File: config.mk
export PLATFORM = sky130hd
export DESIGN_NAME = ifu_fetch
export DESIGN_NICKNAME = d
export VERILOG_FILES = /design/src/rtl/cpu_pkg.sv /design/src/rtl/fetch_buf.sv /design/src/rtl/ifu_fetch.sv
export SDC_FILE = /design/constraint.sdc
export NUM_CORES = 1
export LEC_CHECK = 0
export ABC_AREA = 1
export BUFFER_PORTS_ARGS = -buffer_cell sky130_fd_sc_hd__buf_2
export CORE_AREA = 8 8 186 232
export DETAILED_ROUTE_END_ITERATION = 16
export DIE_AREA = 0 0 194 240
export HOLD_SLACK_MARGIN = 0.03
export SLEW_MARGIN = 10
export SYNTH_ARGS = -nofsm -noshare
export SYNTH_HDL_FRONTEND = slang
export SYNTH_SLANG_ARGS = --single-unit
File: constraint.sdc
create_clock -name clk -period 4.6 [get_ports clk]
set_input_delay 0.23 -clock clk [delete_from_list [all_inputs] [get_ports clk]]
set_output_delay 0.23 -clock clk [all_outputs]
set_load 0.02 [all_outputs]
File: src/rtl/cpu_pkg.sv
// Shared core definitions for the fetch front end: datapath widths, the
// default reset vector and the {pc, instr} entry carried toward decode.
package cpu_pkg;

   localparam int XLEN    = 32;
   localparam int INSTR_W = 32;

   localparam logic [XLEN-1:0] RESET_PC_DEF = 32'h0000_3000;

   typedef struct packed {
      logic [XLEN-1:0]    pc;
      logic [INSTR_W-1:0] instr;
   } fetch_entry_t;

   // Instruction fetch is word-granular; the low two address bits are dropped.
   function automatic logic [XLEN-1:0] word_align(input logic [XLEN-1:0] addr);
      return {addr[XLEN-1:2], 2'b00};
   endfunction

endpackage

File: src/rtl/fetch_buf.sv
// Small circular FIFO used twice by the fetch unit: once for fetched
// {pc, instr} entries and once for the PCs of requests still in flight.
// A pop and a flush in the same cycle both take effect: the popped head
// counts as consumed and everything behind it is discarded.
module fetch_buf #(
   parameter int DEPTH = 2,
   parameter int W     = 64
) (
   input  logic                         clk,
   input  logic                         rst_n,
   input  logic                         push,
   input  logic [W-1:0]                 push_data,
   input  logic                         pop,
   input  logic                         flush,
   output logic [W-1:0]                 head_data,
   output logic [$clog2(DEPTH+1)-1:0]   count
);

   localparam int PW = (DEPTH > 1) ? $clog2(DEPTH) : 1;
   localparam int CW = $clog2(DEPTH + 1);

   logic [W-1:0]  mem_q [DEPTH];
   logic [W-1:0]  mem_d [DEPTH];
   logic [PW-1:0] rd_q, rd_d;
   logic [PW-1:0] wr_q, wr_d;
   logic [CW-1:0] count_q, count_d;
   logic          do_push, do_pop;

   function automatic logic [PW-1:0] ptr_inc(input logic [PW-1:0] p);
      return (p == PW'(DEPTH - 1)) ? '0 : p + PW'(1);
   endfunction

   assign do_pop    = pop && (count_q != '0);
   assign do_push   = push && !flush;
   assign head_data = mem_q[rd_q];
   assign count     = count_q;

   // Next-state for storage, pointers and occupancy.
   always_comb begin
      mem_d   = mem_q;
      rd_d    = rd_q;
      wr_d    = wr_q;
      count_d = count_q;
      if (flush) begin
         rd_d    = '0;
         wr_d    = '0;
         count_d = '0;
      end else begin
         if (do_push) begin
            mem_d[wr_q] = push_data;
            wr_d        = ptr_inc(wr_q);
         end
         if (do_pop) begin
            rd_d = ptr_inc(rd_q);
         end
         count_d = count_q + CW'(do_push) - CW'(do_pop);
      end
   end

   // State registers; storage is cleared so an empty buffer reads as zero after reset.
   always_ff @(posedge clk or negedge rst_n) begin
      if (!rst_n) begin
         for (int i = 0; i < DEPTH; i++) begin
            mem_q[i] <= '0;
         end
         rd_q    <= '0;
         wr_q    <= '0;
         count_q <= '0;
      end else begin
         mem_q   <= mem_d;
         rd_q    <= rd_d;
         wr_q    <= wr_d;
         count_q <= count_d;
      end
   end

endmodule

File: src/rtl/ifu_fetch.sv
// Instruction-fetch front end: owns the fetch PC, issues word reads to
// instruction memory, buffers in-order responses and hands {pc, pc+4, instr}
// to decode. A redirect flushes buffered wrong-path entries and arranges
// for responses still in flight to be dropped as they return.
module ifu_fetch
   import cpu_pkg::*;
#(
   parameter logic [XLEN-1:0] RESET_PC = RESET_PC_DEF,
   parameter int              DEPTH    = 2
) (
   input  logic                clk,
   input  logic                rst_n,
   input  logic                redirect_valid,
   input  logic [XLEN-1:0]     redirect_pc,
   output logic                imem_req_valid,
   input  logic                imem_req_ready,
   output logic [XLEN-1:0]     imem_req_addr,
   input  logic                imem_rsp_valid,
   input  logic [INSTR_W-1:0]  imem_rsp_data,
   output logic                out_valid,
   input  logic                out_ready,
   output logic [XLEN-1:0]     out_pc,
   output logic [XLEN-1:0]     out_pc4,
   output logic [INSTR_W-1:0]  out_instr
);

   localparam int CW = $clog2(DEPTH + 1);
   localparam int EW = $bits(fetch_entry_t);

   logic [XLEN-1:0] fetch_pc_q, fetch_pc_d;
   logic [CW-1:0]   drop_q, drop_d;
   logic [CW-1:0]   outstanding;
   logic [CW-1:0]   fifo_count;
   logic [CW:0]     occupancy;
   logic [XLEN-1:0] rsp_pc;
   logic [EW-1:0]   head_bits;
   fetch_entry_t    head_entry;
   fetch_entry_t    push_entry;
   logic            req_fire, out_fire, buf_push;

   assign out_valid = (fifo_count != '0);
   assign out_fire  = out_valid && out_ready;

   // Slots in use after this cycle's pop; a new request needs a free slot
   // so every outstanding response is guaranteed room in the buffer.
   assign occupancy = {1'b0, outstanding} + {1'b0, fifo_count} - (CW+1)'(out_fire);

   // Gated by rst_n so the request drops the instant reset asserts.
   assign imem_req_valid = rst_n && !redirect_valid && (occupancy < (CW+1)'(DEPTH));
   assign imem_req_addr  = fetch_pc_q;
   assign req_fire       = imem_req_valid && imem_req_ready;

   assign buf_push         = imem_rsp_valid && (drop_q == '0) && !redirect_valid;
   assign push_entry.pc    = rsp_pc;
   assign push_entry.instr = imem_rsp_data;

   assign head_entry = fetch_entry_t'(head_bits);
   assign out_pc     = head_entry.pc;
   assign out_pc4    = head_entry.pc + 32'd4;
   assign out_instr  = head_entry.instr;

   // PCs of issued requests, retired one per response; its count is the in-flight total.
   fetch_buf #(.DEPTH(DEPTH), .W(XLEN)) u_pc_queue (
      .clk       (clk),
      .rst_n     (rst_n),
      .push      (req_fire),
      .push_data (fetch_pc_q),
      .pop       (imem_rsp_valid),
      .flush     (1'b0),
      .head_data (rsp_pc),
      .count     (outstanding)
   );

   // Fetched instructions waiting for decode.
   fetch_buf #(.DEPTH(DEPTH), .W(EW)) u_instr_buf (
      .clk       (clk),
      .rst_n     (rst_n),
      .push      (buf_push),
      .push_data (push_entry),
      .pop       (out_fire),
      .flush     (redirect_valid),
      .head_data (head_bits),
      .count     (fifo_count)
   );

   // Fetch PC advance and wrong-path drop bookkeeping.
   always_comb begin
      fetch_pc_d = fetch_pc_q;
      drop_d     = drop_q;
      if (redirect_valid) begin
         fetch_pc_d = word_align(redirect_pc);
         // Everything still in flight is wrong-path, except a response landing
         // now, which is discarded directly; older pending drops are subsumed.
         drop_d     = outstanding - CW'(imem_rsp_valid);
      end else begin
         if (req_fire) begin
            fetch_pc_d = fetch_pc_q + 32'd4;
         end
         if (imem_rsp_valid && (drop_q != '0)) begin
            drop_d = drop_q - CW'(1);
         end
      end
   end

   // Fetch PC and drop counter registers.
   always_ff @(posedge clk or negedge rst_n) begin
      if (!rst_n) begin
         fetch_pc_q <= RESET_PC;
         drop_q     <= '0;
      end else begin
         fetch_pc_q <= fetch_pc_d;
         drop_q     <= drop_d;
      end
   end

endmodule

==> impl_metrics.toml <==
[run_status]
outcome = "completed"

[synth]
synth_adder_area_share_pct = 1.25
synth_top_family_by_area = "simple AND/OR/NAND/NOR gates"
netlist_instances = 1587
synthSimpleGateAreaFrac_pct = 31.1
avgSynthCellArea_um2 = 7.34
dominantRegCellSynth = "dfrtp_1"
async_flop_share_pct = 100
synth-edff-count = 0
synth_xor_area_share_pct = 2.56
synth-seq-cells = 224
yosysSeqAreaShare_pct = 48.1
synth.largest_area_cell = "dfrtp_1"
yosysWarnings = 0
synth_compound_area_share_pct = 9.03
syn_area_mm2 = 0.0116
synth_most_common_cell = "nand2_1"
yosys-top-cells-count = "nand2_1, dfrtp_1, o21ai_0, inv_1, nor2_1"
yosys-top-cells-area = "dfrtp_1, nand2_1, o21ai_0"
ys_types = 32
synth_top_cell_area_share_pct = 47.7
muxShareOfSynthArea_pct = 0

[setup_path]
critPathSlowestCell = "clkinv_1"
r2r_start = "u_instr_buf.count[1]"
reg2reg_to = "u_pc_queue.count[1]"
r2r_slack_ns = 0.83
worstPathMaxFanout = 26
crit_family = "adder cells"
worstSetupPathType = "flop to flop"
max_stage_delay_ns = 0.79
path_buf_inv = 4
cp-start-kind = "flop"
r2r_cells = 15
cp_common_cell = "nand2_1"
timing.critical_path.cells = "inv_1, nand2_1, nand2_1, inv_1, ha_1, inv_1, nand2_1, fa_1, nand2_1, nor2_2, nand3_2, clkinv_1, ha_1, xnor2_1, xor2_1"
cp.arrival_ns = 4.17
endpoint_kind = "flop"
crit_required_ns = 5.00

[sta]
hold_viol_final = 0
finalMaxSlewViolations = 0
rsz0062_at_grt = "false"
worst_pin_slew_ns = 1.11
clock_skew_ns = 0.0215
setup_viol = 0
fmax_mhz = 265
period_share_pct = 81.9
fin_crit_ns = 3.77
final.setup.tns_ns = 0
relSlewSlack_pct = 26.3

[pwr]
clock_power_share_pct = 22.9
p_per_area_mw_per_mm2 = 654
power.total_mw = 9.49
internal_power_mw = 5.43
irDropWorstVdd_uv = 239
p_leak_nw = 7.49
pwr-share-comb_pct = 41.9
power_frac_seq_pct = 35.1
swShare_pct = 42.7
p_switching_mw = 4.06

[min_path]
holdPathEnd = "imem_req_addr[20]"
hp-start = "redirect_pc[20]"
hold_class = "primary input to flop"
min_path_cells = 5

[finish]
antenna-diode-count = 0
post-route-util_pct = 36.7
areaGrowthSynthToFinish_pct = 24.7
drive_gt1_share_pct = 16.3
design_area_mm2 = 0.0145
nNetsFinal = 1888

[floorplan]
die_x_um = 194
rows = 82
core_mm2 = 0.0396
num_io_pins = 200
dieArea_mm2 = 0.0466
fp.dieH_um = 240
start_util_pct = 29.4

[cts]
cts_root_buf = "clkbuf_16"
ctsResizeCount = 0
clockBufferDepth = 3
insertion_delay_ns = 0.53
numCtsBuffers = 24
cts_sinks = 224
clkTransAtPathRegs_ns = 0.06
cts_tree = "yes"
htree_levels = 1

[placed_design]
dp_hpwl_um = 24200
gp_congestion = 0.858
place_area_mm2 = 0.0130
portBuffers = 191

[global_routing]
antenna_found_initial = 0
grt_max_degree = 95
grt_pass1_vias = 10200
grt-ovfl-total = 0
grt_first_pass_wirelength_um = 54900
track_usage_pct = 14.3

[drt]
vias = 10500
dr.pass1.iters = 5
viasPerCell = 4.51
drc = 0
ant_nets = 0
drt_iter0_markers = 628
wl_per_cell_um = 14.6
routed_wl_um = 33900

[job]
cap_violations = 0
-- through the flow --
stage               setup slack (ns)  hold slack (ns)  instances
floorplan                       1.80          -0.0656       1592
global placement               0.812            0.177       2222
detailed placement             0.799            0.184       2222
CTS                            0.731           0.0311       2329
global route                   0.481           0.0579       2329
finish                         0.831           0.0531       2329
-- what timing repair did --
action                     4_1_cts  5_1_grt
setup endpoints to repair        0        0
hold buffers                    63        0
setup buffers                    0        0
hold endpoints to repair       150        0
-- power groups by stage --
| stage | Sequential [mW] | Clock [mW] | Combinational [mW] |
|---|---|---|---|
| 3_3_place_gp | 3.33 | 0 | 3.93 |
| 6_report | 3.34 | 2.18 | 3.98 |
| 4_1_cts | 3.33 | 2.25 | 4.06 |
| 5_1_grt | 3.45 | 2.32 | 4.48 |
| 3_5_place_dp | 3.37 | 0 | 3.99 |
| 2_1_floorplan | 3.26 | 0 | 2.71 |
-- routing by layer --
metal  up-vias  track usage, %  part of all wire, %
li1       5316               -                    -
met1      4880            18.8                   45
met2       254            24.0                   48
met3        43            2.59                  5.1
met4         0            3.82                  1.8
met5         -               0                    0
-- registers in the layout, summed over array words and instances, names as in the netlist --
register,cells
u_instr_buf.mem_q,124
u_pc_queue.mem_q,60
imem_req_addr,30
drop_q,2
u_instr_buf.count,2
u_pc_queue.count,2
u_instr_buf.rd_q,1
u_instr_buf.wr_q,1
u_pc_queue.rd_q,1
u_pc_queue.wr_q,1
-- worst register-to-register path, stage by stage (launching register included) --
cell,delay [ns]
dfrtp_1,0.39
inv_1,0.09
nand2_1,0.07
nand2_1,0.09
inv_1,0.07
ha_1,0.27
inv_1,0.07
nand2_1,0.07
fa_1,0.43
nand2_1,0.09
nor2_2,0.05
nand3_2,0.38
clkinv_1,0.80
ha_1,0.54
xnor2_1,0.14
xor2_1,0.14
-- cell families after synthesis --
| logic type | Yosys count |
|---|---|
| flops | 224 |
| simple gates | 902 |
| other cells | 1 |
| compound gates | 194 |
| xor+xnor | 34 |
| fa+ha+maj | 11 |
| buf+inv | 221 |
-- worst max path at each step --
stage	endpoint	cells past startpoint	startpoint
final	u_pc_queue.count[1]	15	u_instr_buf.count[1]
after global routing	u_pc_queue.count[1]	15	u_instr_buf.count[1]
after CTS	out_pc4[18]	10	u_instr_buf.rd_q
after detailed placement	u_pc_queue.count[1]	15	u_instr_buf.count[1]
after global placement	u_pc_queue.count[1]	15	u_instr_buf.count[1]
after floorplan	u_pc_queue.count[1]	15	u_instr_buf.count[1]
-- placed cells by master, fill, tap and decap left out, types with 2 or more instances in the layout --
master and instances:
inv_2 4, o21ai_0 158, clkbuf_1 2, nand4_1 2, dfrtp_1 221, ha_1 10, dlygate4sd3_1 63, nor2_1 73
clkbuf_16 24, nand2_1 719, nor3_1 4, nand2_2 26, o21a_1 21, clkinvlp_4 2, nand3_1 52, nand3b_1 3
xnor2_1 6, buf_4 9, nor2_4 5, o211ai_1 10, conb_1 6, inv_1 142, nor2_2 13, buf_2 190
clkbuf_8 8, a21oi_1 4, bufinv_16 5, dfstp_2 2, xor2_1 28, and2_1 2, nand2_4 2
-- final cells by class --
| type | instances | area, um2 |
|---|---|---|
| repair buffers | 263 | 1660 |
| clock buffers | 34 | 718 |
| multi-input cells | 1147 | 5150 |
| clock inverters | 10 | 199 |
| inverters | 147 | 552 |
| fillers | 4168 | 25100 |
| flip-flops and latches | 224 | 5610 |
| well taps | 504 | 631 |
(Power assumes the default switching activity.)
